==> src/rtl/sample_fifo_pkg.sv <==
// Shared definitions for the sample FIFO reader: APB register offsets
// (decoded from paddr[3:2]), STATUS/CTRL/CLEAR bit positions and the
// read-controller FSM state encoding.
package sample_fifo_pkg;

    localparam logic [1:0] REG_DATA   = 2'd0;
    localparam logic [1:0] REG_STATUS = 2'd1;
    localparam logic [1:0] REG_CTRL   = 2'd2;
    localparam logic [1:0] REG_CLEAR  = 2'd3;

    localparam int unsigned ST_EMPTY_BIT    = 0;
    localparam int unsigned ST_FULL_BIT     = 1;
    localparam int unsigned ST_OVR_BIT      = 2;
    localparam int unsigned ST_LVL_LSB      = 8;

    localparam int unsigned CTRL_IRQ_EN_BIT = 0;
    localparam int unsigned CTRL_THR_LSB    = 8;

    localparam int unsigned CLR_OVR_BIT     = 2;

    typedef enum logic [1:0] {
        S_IDLE = 2'd0,
        S_POP  = 2'd1,
        S_RESP = 2'd2
    } state_e;

endpackage

==> src/rtl/sample_fifo_reader_regs.sv <==
// Control/status registers of the sample FIFO reader: sticky overrun flag,
// CTRL (irq_en, level threshold) and the registered interrupt.
// Optional feature macro: SAMPLE_FIFO_READER_IRQ_EN (CTRL + irq logic);
// without it CTRL reads 0 and irq_o is tied low, the overrun flag remains.
// Ports:
//   clk, rst        - clock, async active-low reset
//   ctrl_wr_i       - CTRL write strobe (completing APB write)
//   clear_wr_i      - CLEAR write strobe
//   wdata_i         - APB write data
//   ovr_set_i       - overrun set pulse from the FIFO writer
//   level_i         - current FIFO occupancy
//   ctrl_rdata_o    - CTRL read value
//   overrun_o       - sticky overrun flag
//   irq_o           - interrupt (registered)
module sample_fifo_reader_regs
    import sample_fifo_pkg::*;
#(
    parameter int unsigned LVL_W = 8
) (
    input  logic             clk,
    input  logic             rst,
    input  logic             ctrl_wr_i,
    input  logic             clear_wr_i,
    input  logic [31:0]      wdata_i,
    input  logic             ovr_set_i,
    input  logic [LVL_W-1:0] level_i,
    output logic [31:0]      ctrl_rdata_o,
    output logic             overrun_o,
    output logic             irq_o
);

    logic ovr_q, ovr_d;

    // Set has priority over a simultaneous clear.
    always_comb begin
        ovr_d = ovr_q;
        if (clear_wr_i && wdata_i[CLR_OVR_BIT]) ovr_d = 1'b0;
        if (ovr_set_i)                          ovr_d = 1'b1;
    end

    always_ff @(posedge clk or negedge rst) begin
        if (!rst) ovr_q <= 1'b0;
        else      ovr_q <= ovr_d;
    end

    assign overrun_o = ovr_q;

`ifdef SAMPLE_FIFO_READER_IRQ_EN
    logic             irq_en_q, irq_en_d;
    logic [LVL_W-1:0] thr_q, thr_d;
    logic             irq_q, irq_d;

    // CTRL update and irq condition; threshold 0 disables the level term.
    always_comb begin
        irq_en_d = irq_en_q;
        thr_d    = thr_q;
        if (ctrl_wr_i) begin
            irq_en_d = wdata_i[CTRL_IRQ_EN_BIT];
            thr_d    = wdata_i[CTRL_THR_LSB +: LVL_W];
        end
        irq_d = irq_en_q & (ovr_q | ((thr_q != '0) & (level_i >= thr_q)));
    end

    always_ff @(posedge clk or negedge rst) begin
        if (!rst) begin
            irq_en_q <= 1'b0;
            thr_q    <= '0;
            irq_q    <= 1'b0;
        end else begin
            irq_en_q <= irq_en_d;
            thr_q    <= thr_d;
            irq_q    <= irq_d;
        end
    end

    always_comb begin
        ctrl_rdata_o                            = '0;
        ctrl_rdata_o[CTRL_IRQ_EN_BIT]           = irq_en_q;
        ctrl_rdata_o[CTRL_THR_LSB +: LVL_W]     = thr_q;
    end

    assign irq_o = irq_q;

    logic unused_wdata;
    assign unused_wdata = ^{wdata_i[1], wdata_i[7:3], wdata_i[31:CTRL_THR_LSB+LVL_W]};
`else
    assign ctrl_rdata_o = '0;
    assign irq_o        = 1'b0;

    logic unused_ctrl;
    assign unused_ctrl = ^{ctrl_wr_i, level_i, wdata_i[31:3], wdata_i[1:0]};
`endif

endmodule

==> src/rtl/sample_fifo_reader.sv <==
// APB read controller for the sample FIFO. DATA reads pop one sample
// (two wait states), STATUS/CTRL/CLEAR are zero-wait. An empty DATA read
// completes immediately with pslverr.
// Optional feature macro: SAMPLE_FIFO_READER_IRQ_EN (see regs sub-module).
// Ports:
//   clk, rst                    - clock, async active-low reset
//   psel/penable/pwrite/paddr/pwdata, prdata/pready/pslverr - APB slave
//   fifo_rd_en                  - one-cycle pop strobe
//   fifo_rd_data                - FIFO output, valid the cycle after the pop
//   fifo_empty/fifo_full/fifo_level - FIFO status
//   apb_fifo_ready              - overrun pulse from the FIFO writer
//   irq                         - interrupt (registered)
module sample_fifo_reader
    import sample_fifo_pkg::*;
#(
    parameter int unsigned DATA_W = 16,
    parameter int unsigned LVL_W  = 8
) (
    input  logic              clk,
    input  logic              rst,
    input  logic              psel,
    input  logic              penable,
    input  logic              pwrite,
    input  logic [3:0]        paddr,
    input  logic [31:0]       pwdata,
    output logic [31:0]       prdata,
    output logic              pready,
    output logic              pslverr,
    output logic              fifo_rd_en,
    input  logic [DATA_W-1:0] fifo_rd_data,
    input  logic              fifo_empty,
    input  logic              fifo_full,
    input  logic [LVL_W-1:0]  fifo_level,
    input  logic              apb_fifo_ready,
    output logic              irq
);

    state_e            state_q, state_d;
    logic [DATA_W-1:0] hold_q, hold_d;
    logic              access;
    logic [1:0]        reg_sel;
    logic [31:0]       status;
    logic [31:0]       ctrl_rdata;
    logic              overrun;
    logic              ctrl_wr;
    logic              clear_wr;

    assign access  = psel & penable;
    assign reg_sel = paddr[3:2];

    always_comb begin
        status               = '0;
        status[ST_EMPTY_BIT] = fifo_empty;
        status[ST_FULL_BIT]  = fifo_full;
        status[ST_OVR_BIT]   = overrun;
        status[ST_LVL_LSB +: LVL_W] = fifo_level;
    end

    // Next state and APB/FIFO outputs; only a non-empty DATA read leaves IDLE.
    always_comb begin
        state_d    = state_q;
        hold_d     = hold_q;
        fifo_rd_en = 1'b0;
        pready     = 1'b0;
        pslverr    = 1'b0;
        prdata     = '0;
        ctrl_wr    = 1'b0;
        clear_wr   = 1'b0;
        case (state_q)
            S_IDLE: begin
                if (access) begin
                    if (!pwrite && (reg_sel == REG_DATA) && !fifo_empty) begin
                        fifo_rd_en = 1'b1;
                        state_d    = S_POP;
                    end else begin
                        pready = 1'b1;
                        if (pwrite) begin
                            ctrl_wr  = (reg_sel == REG_CTRL);
                            clear_wr = (reg_sel == REG_CLEAR);
                        end else begin
                            case (reg_sel)
                                REG_DATA:   pslverr = 1'b1;
                                REG_STATUS: prdata  = status;
                                REG_CTRL:   prdata  = ctrl_rdata;
                                default:    prdata  = '0;
                            endcase
                        end
                    end
                end
            end
            S_POP: begin
                hold_d  = fifo_rd_data;
                state_d = S_RESP;
            end
            S_RESP: begin
                pready  = psel;
                if (psel) prdata = 32'(hold_q);
                state_d = S_IDLE;
            end
            default: state_d = S_IDLE;
        endcase
    end

    always_ff @(posedge clk or negedge rst) begin
        if (!rst) begin
            state_q <= S_IDLE;
            hold_q  <= '0;
        end else begin
            state_q <= state_d;
            hold_q  <= hold_d;
        end
    end

    sample_fifo_reader_regs #(
        .LVL_W (LVL_W)
    ) u_regs (
        .clk          (clk),
        .rst          (rst),
        .ctrl_wr_i    (ctrl_wr),
        .clear_wr_i   (clear_wr),
        .wdata_i      (pwdata),
        .ovr_set_i    (apb_fifo_ready),
        .level_i      (fifo_level),
        .ctrl_rdata_o (ctrl_rdata),
        .overrun_o    (overrun),
        .irq_o        (irq)
    );

    logic unused_paddr;
    assign unused_paddr = ^paddr[1:0];

endmodule
==> config.mk <==
export PLATFORM = sky130hd
export DESIGN_NAME = sample_fifo_reader
export DESIGN_NICKNAME = d
export VERILOG_FILES = /design/src/rtl/sample_fifo_pkg.sv /design/src/rtl/sample_fifo_reader_regs.sv /design/src/rtl/sample_fifo_reader.sv
export SDC_FILE = /design/constraint.sdc
export NUM_CORES = 1
export LEC_CHECK = 0
export BUFFER_PORTS_ARGS = -buffer_cell sky130_fd_sc_hd__buf_2
export CORE_ASPECT_RATIO = 0.7
export CORE_MARGIN = 8
export CORE_UTILIZATION = 35
export CTS_CLUSTER_DIAMETER = 30
export CTS_CLUSTER_SIZE = 10
export DETAILED_ROUTE_END_ITERATION = 8
export GPL_TIMING_DRIVEN = 0
export PLACE_DENSITY = 0.67
export RECOVER_POWER = 25
export SLEW_MARGIN = 5
export SYNTH_ARGS = -nofsm -noshare
export SYNTH_HDL_FRONTEND = slang
export SYNTH_HIERARCHICAL = 1
export SYNTH_SLANG_ARGS = --single-unit
==> constraint.sdc <==
create_clock -name clk -period 4.1 [get_ports clk]
set_input_delay 0.41 -clock clk [delete_from_list [all_inputs] [get_ports clk]]
set_output_delay 0.41 -clock clk [all_outputs]
set_load 0.05 [all_outputs]
; ---- Yosys cells after proc, flatten, opt, wreduce, memory -nomap -nowiden
; Cells that the tools add are included.
[word_totals]
output_inout_bits = 36
word_cells = 45
inputBits = 68
register_bits = 19
[classes]
mux = 26
reduce_logical = 9
eq_ne = 6
n_bitwise = 1
[ops]
columns = op, count
row1 = 2-to-1 mux 16 bit, 5
row2 = one-hot mux 16 bit (2 select lines), 1
row3 = 2-to-1 mux 1 bit, 16
row4 = "== test 2 x 1 -> 1 bit, second input constant", 2
row5 = "== test 2 bit, second input constant", 2
row6 = zero test 2 bit, 2
row7 = 2-to-1 mux 2 bit, 2
row8 = "!= test 2 bit, second input constant", 2
row9 = one-hot mux 2 bit (2 select lines), 1
row10 = logical AND 1 bit, 3
row11 = zero test 1 bit, 2
row12 = one-hot mux 1 bit (2 select lines), 1
row13 = AND reduction 2 bit, 1
row14 = nonzero test 2 bit, 1
row15 = AND 1 bit, 1

; ---- Logic depth before layout (Yosys ltp)
; Gate-level depths: netlist of run 1.
[logic_depth]
ltp_word = 9
ltp_mapped = 6
ltp_nobuf = 5

; ---- By module
; The synthesis of run 1 kept the hierarchy.
[by_module_without_submodules]
columns = module, n_inst, cells_per_inst, area_per_inst_um2, seq_area_each_um2
row1 = sample_fifo_reader, 1, 118, 1189.9, 450.4
row2 = sample_fifo_reader_regs, 1, 37, 287.8, 25.0

; ---- Worst setup path before layout of run 1
; No wires, ideal clock.
[synth_timing]
path_kind = input-to-output
from = input paddr[2]
to = output prdata[10]
t_required_ns = 3.690
setup_slack_ns = 1.534
arrival_ns = 2.156
path_stages = 6
cell_sequence = inv_1 > ha_1 > nand2b_1 > nand4b_1 > clkbuf_2 > o21ai_0
[synth_between]
elab_chain_cells = 6
elab_cells_between_ends = 9
classes_between = eq/ne: 1 / mux: 5 / reduce/logical: 3
[synth_lines]
columns = item, line
row1 = start: declaration, sample_fifo_reader.sv:24  ; input logic [3:0] paddr,
row2 = == test 2 x 1 -> 1 bit / zero test 2 bit (equally long branches), "sample_fifo_reader.sv:81, sample_fifo_reader.sv:72"
row3 = 2-to-1 mux 16 bit / logical AND 1 bit (equally long branches), "sample_fifo_reader.sv:81, sample_fifo_reader.sv:72"
row4 = 2-to-1 mux 16 bit / logical AND 1 bit (equally long branches), "sample_fifo_reader.sv:77, sample_fifo_reader.sv:72"
row5 = 2-to-1 mux 16 bit (*), sample_fifo_reader.sv:72  ; if (!pwrite && (reg_sel == REG_DATA) && !fifo_empty) begin
row6 = 2-to-1 mux 16 bit (*), sample_fifo_reader.sv:71  ; if (access) begin
row7 = one-hot mux 16 bit (2 select lines) (*), sample_fifo_reader.sv:69  ; case (state_q)
row8 = end: declaration, sample_fifo_reader.sv:26  ; output logic [31:0] prdata,
; Every way passes the cells marked *; elsewhere a longest branch is shown, timed or not.

; ---- Worst setup path after layout of run 1
[layout_timing]
from = register state_q[0]
to = output prdata[1]
[layout_between]
elab_chain_cells = 2
elab_cells_between_ends = 3
classes_between = eq/ne: 1 / mux: 1 / reduce/logical: 1
[layout_lines]
columns = item, line
row1 = start: declaration, sample_fifo_reader.sv:38  ; state_e state_q, state_d;
row2 = start signal: assignment, sample_fifo_reader.sv:109  ; state_q <= state_d;
row3 = == test 2 bit / zero test 2 bit (equally long branches), sample_fifo_reader.sv:69
row4 = one-hot mux 16 bit (2 select lines) (*), sample_fifo_reader.sv:69
; Marked as above.

==> key figures, run 1 <==
Detailed routing
  – Post-route ant nets: 0
  – Initial drt markers: 33
  – Via density: 4.22
  – DRC: 0
  – Routed Wire Length: 3500 µm
  – Router iterations before antenna repair: 4
  – Mean routed wirelength per cell: 11.9 µm
  – Via Count: 1,245

Clock network
  – Post-CTS Setup Bufs: 0
  – H-Tree Depth: 1
  – Worst-Skew Late Latency: 0.25 ns
  – Clock Pin Slew Worst Setup and Hold Paths: 0.07 ns
  – CTS buffer count: 3
  – CTS root buf: clkbuf_8
  – CTS sink count: 19
  – CTS tree: built
  – Cts repair resizes: 0
  – CTS max path bufs: 2
  – Post-CTS Hold Fix Bufs: 0

Floorplan
  – Die W: 93.5 µm
  – Initial Utilization: 0.371
  – Die Span Y: 70.2 µm
  – Ports: 104
  – # rows: 19
  – Total core area: 0.00397 mm²
  – Die area: 0.00657 mm²

Timing
  – WHS: 0.303 ns
  – Slew Limit Fails: 0
  – Fin. Hold Viols: 0
  – Worst slew pin tran: 0.997 ns
  – Maximum clock rate: 0.432 GHz
  – Worst setup margin: 1.79 ns
  – RSZ-0062 raised after global routing: no
  – Setup tns final: 0 ns
  – Setup violators final: 0
  – Slew HR: 0.335
  – Worst Clk Skew: 0.00374 ns
  – Final Critical Period: 2.31 ns
  – Tcrit/Tclk final: 0.564

Power
  – Final total power: 0.477 mW
  – Reg power frac: 0.487
  – Peak supply drop: 0.197 mV
  – Net Sw Frac: 0.261
  – Leak: 1.09 nW
  – Pint: 0.353 mW
  – Logic pwr share: 0.247
  – Power per cell area: 243 mW/mm²
  – Clock power share: 0.266
  – Net switching power: 0.125 mW

Synth
  – Cell Area, Synth: 0.00147 mm²
  – Syn avg cell area: 9.55 µm²
  – Gate Count Post-Synth: 154
  – Yosys warning count: 6

Final layout
  – Layout overhead on the synthesized area: 33.6%
  – Final Net Count: 316
  – Layout cells sized above 1: 0.477
  – Final core occ: 0.495
  – Post-route cell area: 0.00197 mm²
  – Antenna diodes: 0
  – Non-filler cells, final: 295

Worst setup path
  – Worst reg2reg startpoint: state_q[1]$_DFFE_PN0P_
  – Setup CP Type: flop to primary output
  – Reg2reg path depth: 4
  – Worst EP required: 3.69 ns
  – CP Max Fanout: 10
  – Worst R2R End: hold_q[6]$_DFFE_PN0N_
  – Reg2reg setup slack: 2.66 ns
  – Crit path launch type: flop
  – CP endpoint kind: primary output
  – Worst EP arrival: 1.90 ns

Placed design
  – Inst Count DP: 291
  – Port-buffer cells: 53
  – Post-detail-place hpwl: 2940 µm
  – RePlAce Congestion: 0.739
  – Placement Cell Area: 0.00192 mm²
  – Pre-CTS WS: 1.90 ns

Global routing
  – Initial antenna violation count: 0
  – Grt ovf: 0
  – Vias in the first global route: 1,333
  – Largest net degree at the start of global routing: 20
  – First-pass GRT wire length: 5880 µm
  – Overall Global Routing Usage: 0.109

Run status
  – Status: finished, final reports clean

Min path
  – Hold Path Class: input pin to asynchronous set/reset pin

Flow run
  – Number of max-cap violations: 0
-- state kept, by name, summed over array words and instances (netlist names) --
name	count
state_q	2
u_regs/overrun_o	1
hold_q	16
-- layout by cell type (no fill, tap or decap), types with 5 or more instances in the layout --
cell type,n
dfrtp_1,19
conb_1,33
buf_4,34
and2_1,16
mux2_2,16
a22oi_1,11
clkbuf_1,5
o21ai_0,12
nand2_1,12
buf_2,54
-- worst max path at each step --
stage | from | end | slack (ns) | depth (start not counted)
after floorplan | paddr[2] | prdata[10] | 1.53 | 6
after global placement | paddr[2] | prdata[15] | 1.94 | 8
final | state_q[0]$_DFFE_PN0P_ | prdata[1] | 1.79 | 6
after CTS | state_q[0]$_DFFE_PN0P_ | prdata[8] | 1.77 | 6
after detailed placement | paddr[2] | prdata[2] | 1.90 | 8
after global routing | state_q[0]$_DFFE_PN0P_ | prdata[11] | 1.58 | 6
-- per-layer routing --
metal	track usage	vias to the layer above	wire [µm]	share of wire
li1	-	640	-	-
met1	0.127	562	1540	0.44
met2	0.176	43	1520	0.43
met3	0.0640	0	437	0.12
met4	0.00534	0	0	0
met5	0	-	0	0
-- cell type report --
class	instances	area, µm²
well taps	52	65.1
inverters	3	11.3
multi-input cells	122	801
repair buffers	53	264
fillers	423	2000
plain buffers	42	304
clock buffers	4	45.0
flip-flops and latches	19	475
-- power by group through the flow --
stage	sequential (mW)	clock (mW)	combinational, mW
after floorplan	0.233	0	0.0891
after global placement	0.236	0	0.115
after detailed placement	0.237	0	0.118
after CTS	0.233	0.132	0.118
after global routing	0.238	0.139	0.132
final	0.233	0.127	0.118
-- worst max-delay path, stage by stage, from the launching register on --
cell and delay (ns):
dfrtp_1 0.40, and3b_1 0.22, clkbuf_1 0.30, buf_2 0.31, nand2_1 0.08, o21ai_0 0.07
buf_2 0.29
Note: power is estimated with default switching activity, not from simulation.
==> run 2: changes to the inputs <==
Clock period 4.1 ns to 2.2 ns, I/O delays scaled along.
==> key figures, run 2 (synthesized netlist as in run 1, its figures left out) <==
Timing
  – Worst Clk Skew: 0.00384 ns (+0.0000977 ns)
  – Slew HR: 0.331 (-0.00467)
  – Final Critical Period: 2.03 ns
  – Tcrit/Tclk final: 0.924
  – Setup tns final: 0 ns (unchanged)
  – Worst slew pin tran: 1.00 ns (+0.00701 ns)
  – RSZ-0062 raised after global routing: no
  – Fin. Hold Viols: 0 (unchanged)
  – Maximum clock rate: 0.492 GHz
  – WHS: 0.155 ns (-0.148 ns)
  – Setup violators final: 0 (unchanged)
  – Slew Limit Fails: 0 (unchanged)

Power
  – Power per cell area: 451 mW/mm² (+86%)
  – Leak: 1.09 nW (+0.15%)
  – Peak supply drop: 0.345 mV (+75%)
  – Final total power: 0.891 mW (+87%)

Worst setup path
  – Worst-path cell chain: and4bb_4, nand4b_1, clkbuf_2, o21ai_0, buf_2
  – Setup CP Type: flop to primary output
  – CP endpoint kind: primary output
  – Worst EP required: 1.98 ns (-1.71 ns)
  – Slowest cell on the critical path: dfrtp_1
  – Reg2reg setup slack: 0.76 ns (-1.90 ns)
  – CP peak stage delay: 0.40 ns (about the same)
  – Worst EP arrival: 1.81 ns (-0.09 ns)
  – Crit path launch type: flop
  – CP Max Fanout: 10 (unchanged)

Clock network
  – H-Tree Depth: 1 (unchanged)
  – CTS sink count: 19 (unchanged)
  – CTS buffer count: 3 (unchanged)
  – CTS tree: built
  – CTS max path bufs: 2 (unchanged)
  – Worst-Skew Late Latency: 0.25 ns (about the same)
  – Clock Pin Slew Worst Setup and Hold Paths: 0.07 ns (about the same)
  – CTS root buf: clkbuf_8
  – Post-CTS Setup Bufs: 0 (unchanged)

Final layout
  – Post-route cell area: 0.00198 mm² (+0.57%)
  – Final Net Count: 316 (unchanged)
  – Most common cell after layout, fill and taps aside: buf_2
  – Layout cells sized above 1: 0.477 (unchanged)
  – Antenna diodes: 0 (unchanged)
  – Max reg flops: 16 (unchanged)
  – Reg with most FFs: hold_q
  – Layout overhead on the synthesized area: 34.4%
  – Final core occ: 0.498 (+0.00284)
  – Most frequent cells in the layout: buf_2 (52), buf_4 (34), conb_1 (33), dfrtp_1 (19)

Floorplan
  – Ports: 104 (unchanged)
  – # rows: 19 (unchanged)
  – Die Span Y: 70.2 µm (unchanged)
  – Die area: 0.00657 mm² (unchanged)
  – Die W: 93.5 µm (unchanged)
  – Total core area: 0.00397 mm² (unchanged)
  – Initial Utilization: 0.371 (unchanged)

Detailed routing
  – Router iterations before antenna repair: 4 (unchanged)
  – Initial drt markers: 31 (-6.1%)
  – Post-route ant nets: 0 (unchanged)
  – Mean routed wirelength per cell: 11.9 µm (+0.23%)
  – Via density: 4.26 (+0.88%)
  – Routed Wire Length: 3510 µm (+0.23%)
  – DRC: 0 (unchanged)
  – Via Count: 1,256 (+0.88%)

Global routing
  – First-pass GRT wire length: 5880 µm (unchanged)
  – Overall Global Routing Usage: 0.109 (unchanged)
  – Largest net degree at the start of global routing: 20 (unchanged)
  – Initial antenna violation count: 0 (unchanged)
  – Vias in the first global route: 1,333 (unchanged)
  – Grt ovf: 0 (unchanged)

Placed design
  – Port-buffer cells: 53 (unchanged)
  – Placement Cell Area: 0.00192 mm² (unchanged)
  – RePlAce Congestion: 0.739 (unchanged)
  – Post-detail-place hpwl: 2940 µm (unchanged)

Min path
  – Hold Path Class: input pin to flop

Flow run
  – Number of max-cap violations: 0 (unchanged)

Run status
  – Status: finished, final reports clean
[run 2: changes by cell type in the layout (fill, tap and decap cells not counted)]
cell           change
buf_2              -2
clkbuf_1           -1
clkbuf_4           +2
dlygate4sd3_1      +1
[run 2: critical path: cells and delay by family (launching register included)]
family,cells,cell delay (ns)
buffers and inverters,2,0.50
flip-flops,1,0.40
AO/OA/AOI/OAI,1,0.19
AND/OR/NAND/NOR,2,0.48
[run 2: where the power goes]
part / switching, mW / internal, mW / leakage [nW]
Sequential: 0.0268 / 0.407 / 0.242
Clock: 0.108 / 0.128 / 0.0228
Combinational: 0.0981 / 0.123 / 0.823
[run 2: layout make-up]
class | instances | area, µm²
buffer | 41 | 300
fill | 419 | 1990
inverter | 3 | 11.3
clock buffer | 4 | 45.0
timing repair buffer | 54 | 279
sequential | 19 | 475
tap | 52 | 65.1
multi-input combinational | 122 | 801
[run 2: timing repair]
item	CTS	global route
resized for setup	0	2
endpoints found under the hold margin	19	0
setup endpoints to repair	0	10
hold buffers	1	0
[run 2: stage by stage]
| step | setup WS, ns | cells |
|---|---|---|
| 2_1_floorplan | -0.100 | 186 |
| 3_3_place_gp | 0.367 | 291 |
| 3_5_place_dp | 0.361 | 291 |
| 4_1_cts | 0.0630 | 296 |
| 5_1_grt | 0.00620 | 295 |
| 6_report | 0.168 | 295 |
[run 2: layer usage]
metal | track usage | wire length, µm
met2 | 0.176 | 1520
met1 | 0.127 | 1550
met3 | 0.0640 | 437
met4 | 0.00534 | 0
met5 | 0 | 0
[run 2: final timing paths]
| path | start | to | depth (start not counted) |
|---|---|---|---|
| worst max-delay path | state_q[0]$_DFFE_PN0P_ | prdata[1] | 5 |
| worst min-delay path | apb_fifo_ready | u_regs/overrun_o$_DFFE_PN0P_ | 2 |
| worst max register to register | state_q[1]$_DFFE_PN0P_ | hold_q[6]$_DFFE_PN0N_ | 4 |
| worst min register to register | u_regs/overrun_o$_DFFE_PN0P_ | u_regs/overrun_o$_DFFE_PN0P_ | 1 |
| max in group asynchronous | rst | hold_q[4]$_DFFE_PN0N_ | 2 |
| min in group asynchronous | rst | hold_q[10]$_DFFE_PN0N_ | 2 |
==> run 3: changes to the inputs <==
Settings changed: ABC_AREA set to 1, PLACE_DENSITY 0.67 to 0.64.
==> key figures, run 3 <==
Run status
  – Status: finished, final reports clean

Timing
  – Slew HR: 0.334 (+0.00350)
  – Setup tns final: 0 ns (unchanged)
  – Fin. Hold Viols: 0 (unchanged)
  – Final Critical Period: 1.96 ns (-0.0700 ns)
  – Worst Clk Skew: 0.00122 ns (-0.00262 ns)
  – WHS: 0.142 ns (-0.0129 ns)
  – Slew Limit Fails: 0 (unchanged)
  – Maximum clock rate: 0.510 GHz (+3.6%)
  – Worst slew pin tran: 0.999 ns (-0.00526 ns)
  – Tcrit/Tclk final: 0.892 (-0.0318)
  – RSZ-0062 raised after global routing: no
  – Setup violators final: 0 (unchanged)

Final layout
  – Most common cell after layout, fill and taps aside: nand2_1
  – Reg with most FFs: hold_q
  – Non-filler cells, final: 433 (+47%)
  – Antenna diodes: 0 (unchanged)
  – Most frequent cells in the layout: nand2_1 (128), buf_2 (57), buf_4 (35), conb_1 (33), nor2_1 (29)
  – Max reg flops: 16 (unchanged)
  – Layout overhead on the synthesized area: 30.3%
  – Final Net Count: 437 (+38%)
  – Layout cells sized above 1: 0.288 (-0.189)

Clock network
  – Worst-Skew Late Latency: 0.26 ns (about the same)
  – CTS tree: built
  – Post-CTS Setup Bufs: 0 (unchanged)
  – CTS root buf: clkbuf_8
  – CTS buffer count: 3 (unchanged)
  – Clock Pin Slew Worst Setup and Hold Paths: 0.07 ns (about the same)
  – CTS max path bufs: 2 (unchanged)
  – H-Tree Depth: 1 (unchanged)
  – CTS sink count: 19 (unchanged)

Worst setup path
  – CP endpoint kind: primary output
  – Setup CP Type: flop to primary output
  – Worst-path cell chain: nor2_4, nand3_4, buf_2, o21ai_1, buf_2
  – CP dominant cell by count: buf_2
  – CP peak stage delay: 0.45 ns (+0.05 ns)
  – Crit path launch type: flop
  – Worst EP required: 1.98 ns (about the same)
  – Worst EP arrival: 1.74 ns (-0.07 ns)
  – Slowest cell on the critical path: dfrtp_1
  – CP Max Fanout: 10 (unchanged)

Placed design
  – RePlAce Congestion: 0.798 (+8.1%)
  – Post-detail-place hpwl: 3740 µm (+27%)
  – Port-buffer cells: 52 (-1.9%)
  – Inst Count DP: 428 (+47%)

Detailed routing
  – DRC: 0 (unchanged)
  – Met3 Routed Length: 269 µm (-38%)
  – Router iterations before antenna repair: 6 (+2)
  – DR WL met2: 1840 µm (+21%)
  – Routed Wire Length: 4450 µm (+27%)
  – Via Count: 1,699 (+35%)
  – Top routing layer in use: met4
  – DRT met1 WL: 2320 µm (+50%)
  – Initial drt markers: 36 (+16%)
  – Mean routed wirelength per cell: 10.3 µm (-13%)
  – Post-route ant nets: 0 (unchanged)
  – Via density: 3.92 (-7.8%)

Synth
  – Cell Area, Synth: 0.00172 mm² (+17%)
  – Syn avg cell area: 6.25 µm² (-35%)
  – Yosys warning count: 6 (unchanged)
  – Gate Count Post-Synth: 275 (+79%)

Floorplan
  – Ports: 104 (unchanged)
  – Die area: 0.00744 mm² (+13%)
  – Die Span Y: 74.6 µm (+6.2%)
  – # rows: 21 (+2)
  – Initial Utilization: 0.361 (-0.00941)
  – Die W: 99.7 µm (+6.7%)
  – Total core area: 0.00476 mm² (+20%)

Power
  – Power per cell area: 439 mW/mm² (-2.6%)
  – Leak: 1.30 nW (+19%)
  – Peak supply drop: 0.328 mV (-4.8%)

Global routing
  – Vias in the first global route: 1,555 (+17%)
  – Overall Global Routing Usage: 0.120 (+0.0105)
  – Initial antenna violation count: 0 (unchanged)
  – First-pass GRT wire length: 7260 µm (+23%)
  – Largest net degree at the start of global routing: 20 (unchanged)
  – Grt ovf: 0 (unchanged)

Min path
  – Hold Path Class: input pin to flop

Flow run
  – Number of max-cap violations: 0 (unchanged)
-- run 3: stage by stage --
step / area [µm²] / util / total power [mW] / setup slack [ns]
after floorplan: 1840 / - / 0.660 / 0.0439
after global placement: 2180 / 0.459 / 0.739 / 0.382
after detailed placement: 2180 / 0.459 / 0.747 / 0.341
after CTS: 2240 / 0.471 / 0.993 / 0.214
after global routing: 2240 / 0.471 / 1.05 / 0.121
final: 2240 / 0.471 / 0.983 / 0.238
-- run 3: layout make-up --
| type | count | area [µm²] |
|---|---|---|
| buffer | 45 | 323 |
| multi-input combinational | 233 | 1000 |
| sequential | 19 | 475 |
| inverter | 10 | 40.0 |
| clock buffer | 4 | 45.0 |
| timing repair buffer | 53 | 269 |
| tap | 69 | 86.3 |
| fill | 517 | 2520 |
-- run 3: worst paths after layout --
kind                                           endpoint  depth (start not counted)                   start  slack [ns]
setup / recovery                             prdata[14]                          5  state_q[1]$_DFFE_PN0P_        0.24
hold / removal             u_regs/overrun_o$_DFFE_PN0P_                          3          apb_fifo_ready        0.14
setup reg to reg                 hold_q[11]$_DFFE_PN0N_                          6  state_q[0]$_DFFE_PN0P_        0.94
hold reg to reg                   hold_q[7]$_DFFE_PN0N_                          2   hold_q[7]$_DFFE_PN0N_        0.47
max in group asynchronous  u_regs/overrun_o$_DFFE_PN0P_                          2                     rst        0.95
min in group asynchronous        hold_q[10]$_DFFE_PN0N_                          2                     rst        0.65
-- run 3: power by group --
part | switching, mW | internal [mW] | leakage (nW)
Combinational | 0.161 | 0.116 | 1.06
Sequential | 0.0465 | 0.420 | 0.218
Clock | 0.112 | 0.129 | 0.0228
-- run 3: what timing repair did --
item	CTS	global route
hold endpoints to repair	19	0
resized for setup	0	0
hold buffers	1	0
-- run 3: critical path: cells and delay by family, from the launching register on --
family | cells | cell delay [ns]
and+or+nand+nor | 2 | 0.39
DFF | 1 | 0.45
AOI/OAI and AO/OA | 1 | 0.15
buffers and inverters | 2 | 0.49
-- run 3: metal layers --
layer / up-vias / global-route usage
li1: 959 / -
met2: 43 / 0.178
met4: 0 / 0.0301
met3: 2 / 0.0268
met5: - / 0
met1: 695 / 0.170
